--- config.mk ---
export PLATFORM = sky130hd
export DESIGN_NAME = pr_ctrl_flat
export DESIGN_NICKNAME = d
export VERILOG_FILES = /design/src/rtl/pr_ctrl_if.sv /design/src/rtl/pr_ctrl.sv /design/src/flat_wrapper.sv
export SDC_FILE = /design/constraint.sdc
export NUM_CORES = 1
export LEC_CHECK = 0
export ABC_AREA = 1
export CORE_MARGIN = 2
export CORE_UTILIZATION = 40
export CTS_CLUSTER_SIZE = 28
export DETAILED_ROUTE_END_ITERATION = 10
export PLACE_DENSITY = 0.79
export REMOVE_ABC_BUFFERS = 1
export SLEW_MARGIN = 20
export SYNTH_ARGS = -nofsm -noshare
export SYNTH_HDL_FRONTEND = slang
export SYNTH_SLANG_ARGS = --single-unit
--- constraint.sdc ---
create_clock -name clk -period 1.95 [get_ports clk]
set_input_delay 0.2925 -clock clk [delete_from_list [all_inputs] [get_ports clk]]
set_output_delay 0.2925 -clock clk [all_outputs]
set_load 0.03 [all_outputs]
--- src/rtl/pr_ctrl_if.sv ---
// rtl/pr_ctrl_if.sv - bitstream source and pr_ip handshake bundle for pr_ctrl
interface pr_ctrl_if #(
    parameter int DATA_W = 16
);
    logic [DATA_W-1:0] src_data;
    logic              src_valid;
    logic              src_last;
    logic              src_ready;
    logic              pr_start;
    logic [DATA_W-1:0] pr_data;
    logic              pr_data_valid;
    logic              pr_data_ready;
    logic [2:0]        pr_status;
    logic              pr_freeze;

    modport master (
        output src_data, src_valid, src_last, pr_data_ready, pr_status, pr_freeze,
        input  src_ready, pr_start, pr_data, pr_data_valid
    );

    modport slave (
        input  src_data, src_valid, src_last, pr_data_ready, pr_status, pr_freeze,
        output src_ready, pr_start, pr_data, pr_data_valid
    );
endinterface

--- src/rtl/pr_ctrl.sv ---
// rtl/pr_ctrl.sv - partial-reconfiguration sequencer: freeze, stream bitstream to pr_ip, report, release
// Optional WAIT_RESULT watchdog enabled by defining PR_CTRL_TIMEOUT_EN.
module pr_ctrl #(
    parameter int DATA_W         = 16,
    parameter int SETTLE_CYCLES  = 16,
    parameter int CNT_W          = 24,
    parameter int TIMEOUT_CYCLES = 50000000
) (
    input  logic             clk,
    input  logic             rst,
    input  logic             start,
    pr_ctrl_if.slave         bus,
    output logic             region_freeze,
    output logic             region_rst,
    output logic             busy,
    output logic             done,
    output logic             error,
    output logic [2:0]       err_code,
    output logic [CNT_W-1:0] word_cnt
);
    typedef enum logic [2:0] {
        S_IDLE, S_FREEZE, S_REQ, S_STREAM, S_WAIT, S_FAIL, S_UNFREEZE
    } state_t;

    localparam int SW = (SETTLE_CYCLES > 1) ? $clog2(SETTLE_CYCLES) : 1;
    localparam logic [SW-1:0] SETTLE_LAST = SW'(SETTLE_CYCLES - 1);

    state_t        state;
    state_t        next_state;
    logic [SW-1:0] settle_cnt;
    logic          settle_done;
    logic          xfer;
    logic          timeout;

    logic st_run;
    logic st_pass;
    logic st_fatal;
    logic st_err;

    assign st_run   = (bus.pr_status == 3'b100);
    assign st_pass  = (bus.pr_status == 3'b101);
    assign st_fatal = (bus.pr_status == 3'b001) || (bus.pr_status == 3'b010) ||
                      (bus.pr_status == 3'b011);
    // 000 is pr_ip's idle report, so it only counts as a failure once a result is awaited
    assign st_err   = !(st_run || st_pass || (bus.pr_status == 3'b000));

    assign settle_done = (settle_cnt == SETTLE_LAST);
    assign xfer        = bus.src_valid && bus.src_ready;

`ifdef PR_CTRL_TIMEOUT_EN
    localparam int TW = $clog2(TIMEOUT_CYCLES + 1);
    logic [TW-1:0] to_cnt;

    always_ff @(posedge clk or posedge rst) begin
        if (rst) begin
            to_cnt <= '0;
        end else if ((state != S_WAIT) && (next_state == S_WAIT)) begin
            to_cnt <= TW'(TIMEOUT_CYCLES);
        end else if ((state == S_WAIT) && (to_cnt != '0)) begin
            to_cnt <= to_cnt - 1'b1;
        end
    end

    assign timeout = (state == S_WAIT) && (to_cnt == TW'(1));
`else
    assign timeout = 1'b0;
`endif

    always_ff @(posedge clk or posedge rst) begin
        if (rst) begin
            state <= S_IDLE;
        end else begin
            state <= next_state;
        end
    end

    always_comb begin
        next_state = state;
        case (state)
            S_IDLE:     if (start) next_state = S_FREEZE;
            S_FREEZE:   if (settle_done) next_state = S_REQ;
            S_REQ: begin
                if (st_run)        next_state = S_STREAM;
                else if (st_fatal) next_state = S_FAIL;
            end
            S_STREAM: begin
                if (st_err)                      next_state = S_FAIL;
                else if (xfer && bus.src_last)   next_state = S_WAIT;
            end
            S_WAIT: begin
                if (st_pass)                    next_state = S_UNFREEZE;
                else if (!st_run || timeout)    next_state = S_FAIL;
            end
            S_FAIL:     next_state = S_UNFREEZE;
            S_UNFREEZE: if (settle_done) next_state = S_IDLE;
            default:    next_state = S_IDLE;
        endcase
    end

    always_comb begin
        busy              = (state != S_IDLE);
        region_freeze     = (state != S_IDLE);
        region_rst        = (state == S_UNFREEZE) && (settle_cnt == '0);
        bus.pr_start      = (state == S_REQ);
        bus.pr_data       = DATA_W'(bus.src_data);
        bus.pr_data_valid = bus.src_valid && (state == S_STREAM);
        // an error report blocks the word offered in the same cycle
        bus.src_ready     = bus.pr_data_ready && (state == S_STREAM) && !st_err;
    end

    always_ff @(posedge clk or posedge rst) begin
        if (rst) begin
            settle_cnt <= '0;
            done       <= 1'b0;
            error      <= 1'b0;
            err_code   <= 3'b000;
            word_cnt   <= '0;
        end else begin
            done <= (state == S_UNFREEZE) && (next_state == S_IDLE) && !error;

            if (state != next_state) begin
                settle_cnt <= '0;
            end else if ((state == S_FREEZE) || (state == S_UNFREEZE)) begin
                settle_cnt <= settle_cnt + 1'b1;
            end

            if ((state == S_IDLE) && start) begin
                error    <= 1'b0;
                err_code <= 3'b000;
                word_cnt <= '0;
            end else begin
                if (xfer) begin
                    word_cnt <= word_cnt + 1'b1;
                end
                if ((next_state == S_FAIL) && (state != S_FAIL)) begin
                    error    <= 1'b1;
                    err_code <= timeout ? 3'b111 : bus.pr_status;
                end
            end
        end
    end
endmodule

--- src/flat_wrapper.sv ---
// flat-port wrapper written by rule: the top's interface ports become plain ports
module pr_ctrl_flat 
#(
    parameter int DATA_W         = 16,
    parameter int SETTLE_CYCLES  = 16,
    parameter int CNT_W          = 24,
    parameter int TIMEOUT_CYCLES = 50000000
)
  (clk, rst, start, region_freeze, region_rst, busy, done, error, err_code, word_cnt, bus_src_data, bus_src_valid, bus_src_last, bus_pr_data_ready, bus_pr_status, bus_pr_freeze, bus_src_ready, bus_pr_start, bus_pr_data, bus_pr_data_valid);
  pr_ctrl_if #(.DATA_W(DATA_W)) bus_i ();
  input  logic clk;
  input  logic rst;
  input  logic start;
  output logic region_freeze;
  output logic region_rst;
  output logic busy;
  output logic done;
  output logic error;
  output logic [2:0] err_code;
  output logic [CNT_W-1:0] word_cnt;
  input wire logic [$bits(bus_i.src_data)-1:0] bus_src_data;
  input wire logic [$bits(bus_i.src_valid)-1:0] bus_src_valid;
  input wire logic [$bits(bus_i.src_last)-1:0] bus_src_last;
  input wire logic [$bits(bus_i.pr_data_ready)-1:0] bus_pr_data_ready;
  input wire logic [$bits(bus_i.pr_status)-1:0] bus_pr_status;
  input wire logic [$bits(bus_i.pr_freeze)-1:0] bus_pr_freeze;
  output wire logic [$bits(bus_i.src_ready)-1:0] bus_src_ready;
  output wire logic [$bits(bus_i.pr_start)-1:0] bus_pr_start;
  output wire logic [$bits(bus_i.pr_data)-1:0] bus_pr_data;
  output wire logic [$bits(bus_i.pr_data_valid)-1:0] bus_pr_data_valid;
  assign bus_i.src_data = bus_src_data;
  assign bus_i.src_valid = bus_src_valid;
  assign bus_i.src_last = bus_src_last;
  assign bus_i.pr_data_ready = bus_pr_data_ready;
  assign bus_i.pr_status = bus_pr_status;
  assign bus_i.pr_freeze = bus_pr_freeze;
  assign bus_src_ready = bus_i.src_ready;
  assign bus_pr_start = bus_i.pr_start;
  assign bus_pr_data = bus_i.pr_data;
  assign bus_pr_data_valid = bus_i.pr_data_valid;
  pr_ctrl #(.DATA_W(DATA_W), .SETTLE_CYCLES(SETTLE_CYCLES), .CNT_W(CNT_W), .TIMEOUT_CYCLES(TIMEOUT_CYCLES)) u_core (.clk(clk), .rst(rst), .start(start), .bus(bus_i), .region_freeze(region_freeze), .region_rst(region_rst), .busy(busy), .done(done), .error(error), .err_code(err_code), .word_cnt(word_cnt));
endmodule
Word level (Yosys, flattened, before mapping)

Index checks and enable logic that the tools add are counted.

Bits in registers: 36
Latch bits: 0
Bits in writable memories: 0
Memory bits (read-only): 0
Input port bits: 26
Memories: 0

$add $sub $neg: 2
Multipliers: 0
Div/mod/pow operators: 0
Magnitude comparators: 0
Equality and inequality tests: 15
Shift operators: 0
Multiplexer cells: 18
Bitwise gates (word level): 0
Reduce and logical (&&, ||, !) cells: 24

Operator list:

| operator                                                        | count |
|---|---|
| 24-bit two-way mux                                              | 2 |
| 3-bit two-way mux                                               | 11 |
| 24-bit by 1-bit adder with 24-bit output, second input constant | 1 |
| 3-bit case mux with 7 select lines                              | 1 |
| 3-bit == test, second input constant                            | 6 |
| 3-bit by 2-bit == test with 1-bit output, second input constant | 4 |
| 1-bit logical AND                                               | 10 |
| 3-bit logical NOT                                               | 3 |
| 4-bit two-way mux                                               | 2 |
| 3-bit by 1-bit == test with 1-bit output, second input constant | 2 |
| 2-bit nonzero test                                              | 3 |
| 1-bit logical OR                                                | 5 |
| 4-bit by 1-bit adder with 4-bit output, second input constant   | 1 |
| 4-bit == test, second input constant                            | 1 |
| 4-bit logical NOT                                               | 1 |
| 3-bit inequality test                                           | 1 |
| 3-bit inequality test, second input constant                    | 1 |
| 3-bit nonzero test                                              | 1 |
| 1-bit two-way mux                                               | 2 |
| 1-bit logical NOT                                               | 1 |

Longest topological paths before layout

Word-level depth: 13
Mapped depth: 11
Gate-level depth less buffers: 11

Worst setup path before layout

OpenSTA, ideal clock, no wires.

Path kind: flip-flop to output port
From: reg u_core.state[1]
To: out region_rst
Arrival: 1.840 ns
Required time: 1.657 ns
Slack: -0.183 ns
Stages on the path, launching flop included: 6
Buffers on the path: 1
Path through: dfrtp_1 > buf_4 > inv_1 > nor3_1 > inv_1 > nor4b_1

Longest elaborated chain between the ends: 2

Ends and longest elaborated chain:

| item                     | RTL line           | text |
|---|---|---|
| start: declaration       | pr_ctrl.sv:28      | `state_t state;` |
| start signal: assignment | pr_ctrl.sv:73      | `state <= next_state;` |
| 3-bit == test            | pr_ctrl.sv:103     | `region_rst = (state == S_UNFREEZE) && (settle_cnt == '0);` |
| 1-bit logical AND        | pr_ctrl.sv:103     |  |
| end: declaration         | flat_wrapper.sv:15 | `output logic region_rst;` |

No other way between the ends.

Worst setup path after layout

From: reg u_core.state[0]
To: out region_rst

Same word-level chain as after synthesis.

==> run_results.csv <==
group,metric,value,unit
outcome,status,"complete, no violations",
floorplanning,start_util,0.4091,
sta,fmaxAchievable,0.5457,GHz
synthesis,ys_types,39,
synthesis,avgSynthCellArea,7.527,um^2
cells_and_area,areaGrowthSynthToFinish,24.57,%
pwr,power_density,935.6,nW/um^2
cells_and_area,num_antenna_cells,0,
setup_path,start_kind,"flip-flop",
synthesis,yosys_warnings,0,
pwr,p_comb_frac,0.464,
setup_path,reg2reg_depth,8,
cts,clock_latency,0.29,ns
synthesis,synth_cells,318,
cts,clk_pin_slew,0.08,ns
cts,cts_tree,"built",
pwr,ir_drop,679.1,uV
cts,clockBufferDepth,2,
pwr,p_leak,1.410,nW
sta,worst_pin_slew,0.4480,ns
synthesis,ys_seq_area_frac,0.3764,
setup_path,cp_slowest_stage_delay,0.46,ns
cells_and_area,drive_gt1_frac,0.1543,
setup_path,r2r-end,"u_core.settle_cnt[0]$_DFFE_PP0P_",
setup_path,path_cells,"nor3_2, inv_2, nor4b_4, buf_6",
sta,setup_ws,0.1175,ns
setup_path,end_kind,"output pin",
setup_path,crit_slowest_cell,"dfrtp_2",
sta,skew,0.003755,ns
cells_and_area,fill_cells,579,
floorplanning,core_area,5851,um^2
floorplanning,io_pins,77,
floorplanning,die_h,81.36,um
synthesis,syn_area,2394,um^2
setup_path,worstPathMaxFanout,8,
setup_path,worstSetupPathType,"flip-flop to output pin",
detailed_routing,routed_wirelength,5.631,mm
sta,drv_slew,0,
detailed_routing,via_per_inst,5.132,
detailed_routing,postRouteAntennaNets,0,
sta,slew_headroom,0.7014,
synthesis,synth-seq-cells,36,
grt,grt_pass1_vias,2123,
detailed_routing,wl_per_cell,12.86,um
floorplanning,die_w,81.36,um
setup_path,required,1.66,ns
pwr,p_int,0.001604,W
floorplanning,placementRows,28,
pwr,pwr-share-seq,0.340,
sta,hold_viol_final,0,
run,max_cap_viol_count,0,
cts,numCtsBuffers,5,
setup_path,cp.buffers_inverters,2,
pwr,swShare,0.4248,
cts,h-tree-depth,2,
sta,period_minus_slack,1.832,ns
floorplanning,die_area,6619,um^2
grt,grt_pass1_wl,9.301,mm
grt,gr-total-overflow,0,
pwr,power.total,0.002789,W
place,hpwl,4.338,mm
sta,setup_violations,0,
grt,track_usage,0.1804,
detailed_routing,vias,2248,
detailed_routing,drt_iter0_drc,140,
place,globalplace.congestion,0.9161,
cts,cts_sinks,36,
detailed_routing,drt_first_pass_iters,4,
pwr,p_clk_frac,0.195,
grt,antenna_found_initial,0,
min_path,holdCritPathClass,"input pin to async pin",
pwr,p_switching,0.001185,W
detailed_routing,drcViolationCount,0,
place,io_buffers,43,
setup_path,r2r-start,"u_core.state[0]$_DFF_PP0_",
place,post-place-ws,-0.01233,ns
setup_path,cp_data_arrival_time,1.54,ns
setup_path,critical_path.top_delay_family,"simple AND/OR/NAND/NOR gates",
grt,grt_max_degree,37,
sta,post-route-period-util,0.9397,
cts,clockRootBuffer,"clkbuf_8",
setup_path,r2r_slack,0.21,ns
cells_and_area,final_nets,391,
-- cell type report --
type                    instances  area (um^2)  share of cell area
multi-input cells             212         1166              0.3911
flip-flops and latches         36        902.1              0.3026
repair buffers                 60        550.5              0.1846
inverters                      47        176.4             0.05917
well taps                      75        93.84             0.03147
clock buffers                   5        68.82             0.02308
clock inverters                 3        23.77            0.007973
-- sequential cells by signal, summed over array words and instances (netlist names) --
signal             count
u_core.word_cnt       24
u_core.err_code        3
u_core.state           3
u_core.error           1
u_core.settle_cnt      4
u_core.done            1
-- how the worst max path moves through the flow --
| stage | from | endpoint | cells past startpoint |
|---|---|---|---|
| 2_1_floorplan | u_core.state[1]$_DFF_PP0_ | region_rst | 4 |
| 3_3_place_gp | bus_pr_status[1] | u_core.word_cnt[9]$_DFFE_PP0P_ | 8 |
| 3_5_place_dp | bus_pr_status[1] | u_core.word_cnt[9]$_DFFE_PP0P_ | 8 |
| 4_1_cts | u_core.state[0]$_DFF_PP0_ | region_rst | 4 |
| 5_1_grt | u_core.state[2]$_DFF_PP0_ | region_rst | 5 |
| 6_report | u_core.state[0]$_DFF_PP0_ | region_rst | 4 |
-- synthesized netlist by cell type, drive strengths merged --
library cell / instances / area, um^2
a211oi: 2 / 15.01
a21o: 1 / 7.510
a21oi: 14 / 81.33
a22o: 1 / 8.760
a31oi: 3 / 18.77
buf: 22 / 168.9
clkbuf: 1 / 3.750
dfrtp: 36 / 900.9
ha: 3 / 37.54
inv: 47 / 176.4
nand2: 64 / 257.7
nand3: 30 / 170.2
nand3b: 1 / 7.510
nand4: 14 / 87.58
nor2: 31 / 133.9
nor3: 15 / 102.6
nor3b: 3 / 27.52
nor4: 1 / 6.260
nor4b: 1 / 8.760
o211ai: 2 / 20.02
o21a: 1 / 7.510
o21ai: 17 / 85.08
o21bai: 2 / 15.01
or2: 2 / 12.51
or3: 1 / 6.260
xor2: 3 / 26.28
-- cell families after synthesis --
logic type	count (synthesis)	synth area share
simple gates	163	0.3429
compound gates	43	0.1082
flops	36	0.3764
buf+inv	70	0.1458
fa+ha+maj	3	0.01568
xor+xnor	3	0.01098
-- layer usage --
metal  global-route usage  wire length, um
met1               0.2078             2327
met2               0.3107             2810
met3              0.05111              391
met4              0.07288              102
met5              0.02500                0
-- worst reg2reg max path: stages, from the launching register on --
cell and delay (ns):
dfrtp_2 0.46, nor3_1 0.32, nand2_2 0.21, o21ai_0 0.14, nor2_1 0.09, nand2_2 0.13
nand2_1 0.09, o211ai_2 0.11, nor2_1 0.07
-- power by group through the flow --
stage | Clock (W) | Combinational, W | Sequential [W]
finish | 0.000545 | 0.00130 | 0.000949
global route | 0.000588 | 0.00143 | 0.000967
CTS | 0.000557 | 0.00128 | 0.000942
detailed placement | 0 | 0.00128 | 0.000960
global placement | 0 | 0.00125 | 0.000961
floorplan | 0 | 0.000684 | 0.00106
-- repair_timing --
action,in CTS,in global routing
pin swaps,0,1
hold buffers,0,0
endpoints found under the setup margin,4,9
gates resized for setup,4,7
buffers inserted,1,0
-- per-stage QoR --
stage / hold WS, ns / cells / instance area (um^2) / util / setup TNS (ns)
2_1_floorplan: 0.4479 / 295 / 2221 / - / -0.2306
3_3_place_gp: 0.4579 / 429 / 2858 / 0.4885 / 0
3_5_place_dp: 0.4507 / 429 / 2858 / 0.4885 / -0.02806
4_1_cts: 0.4242 / 438 / 2960 / 0.5060 / 0
5_1_grt: 0.4454 / 438 / 2982 / 0.5096 / -0.03171
6_report: 0.4004 / 438 / 2982 / 0.5096 / 0
-- cell usage in the layout (no fill, tap or decap), types with 3 or more instances in the layout --
master,count
a21oi_1,13
a31oi_1,3
buf_4,19
clkbuf_8,5
clkdlybuf4s50_1,37
dfrtp_1,35
dlygate4sd2_1,3
ha_1,3
inv_1,43
inv_2,4
nand2_1,58
nand2_2,5
nand3_1,26
nand3_2,4
nand4_1,14
nor2_1,28
nor3_1,11
o21ai_0,15
xor2_1,3
Power figures use the tool's default switching activity.
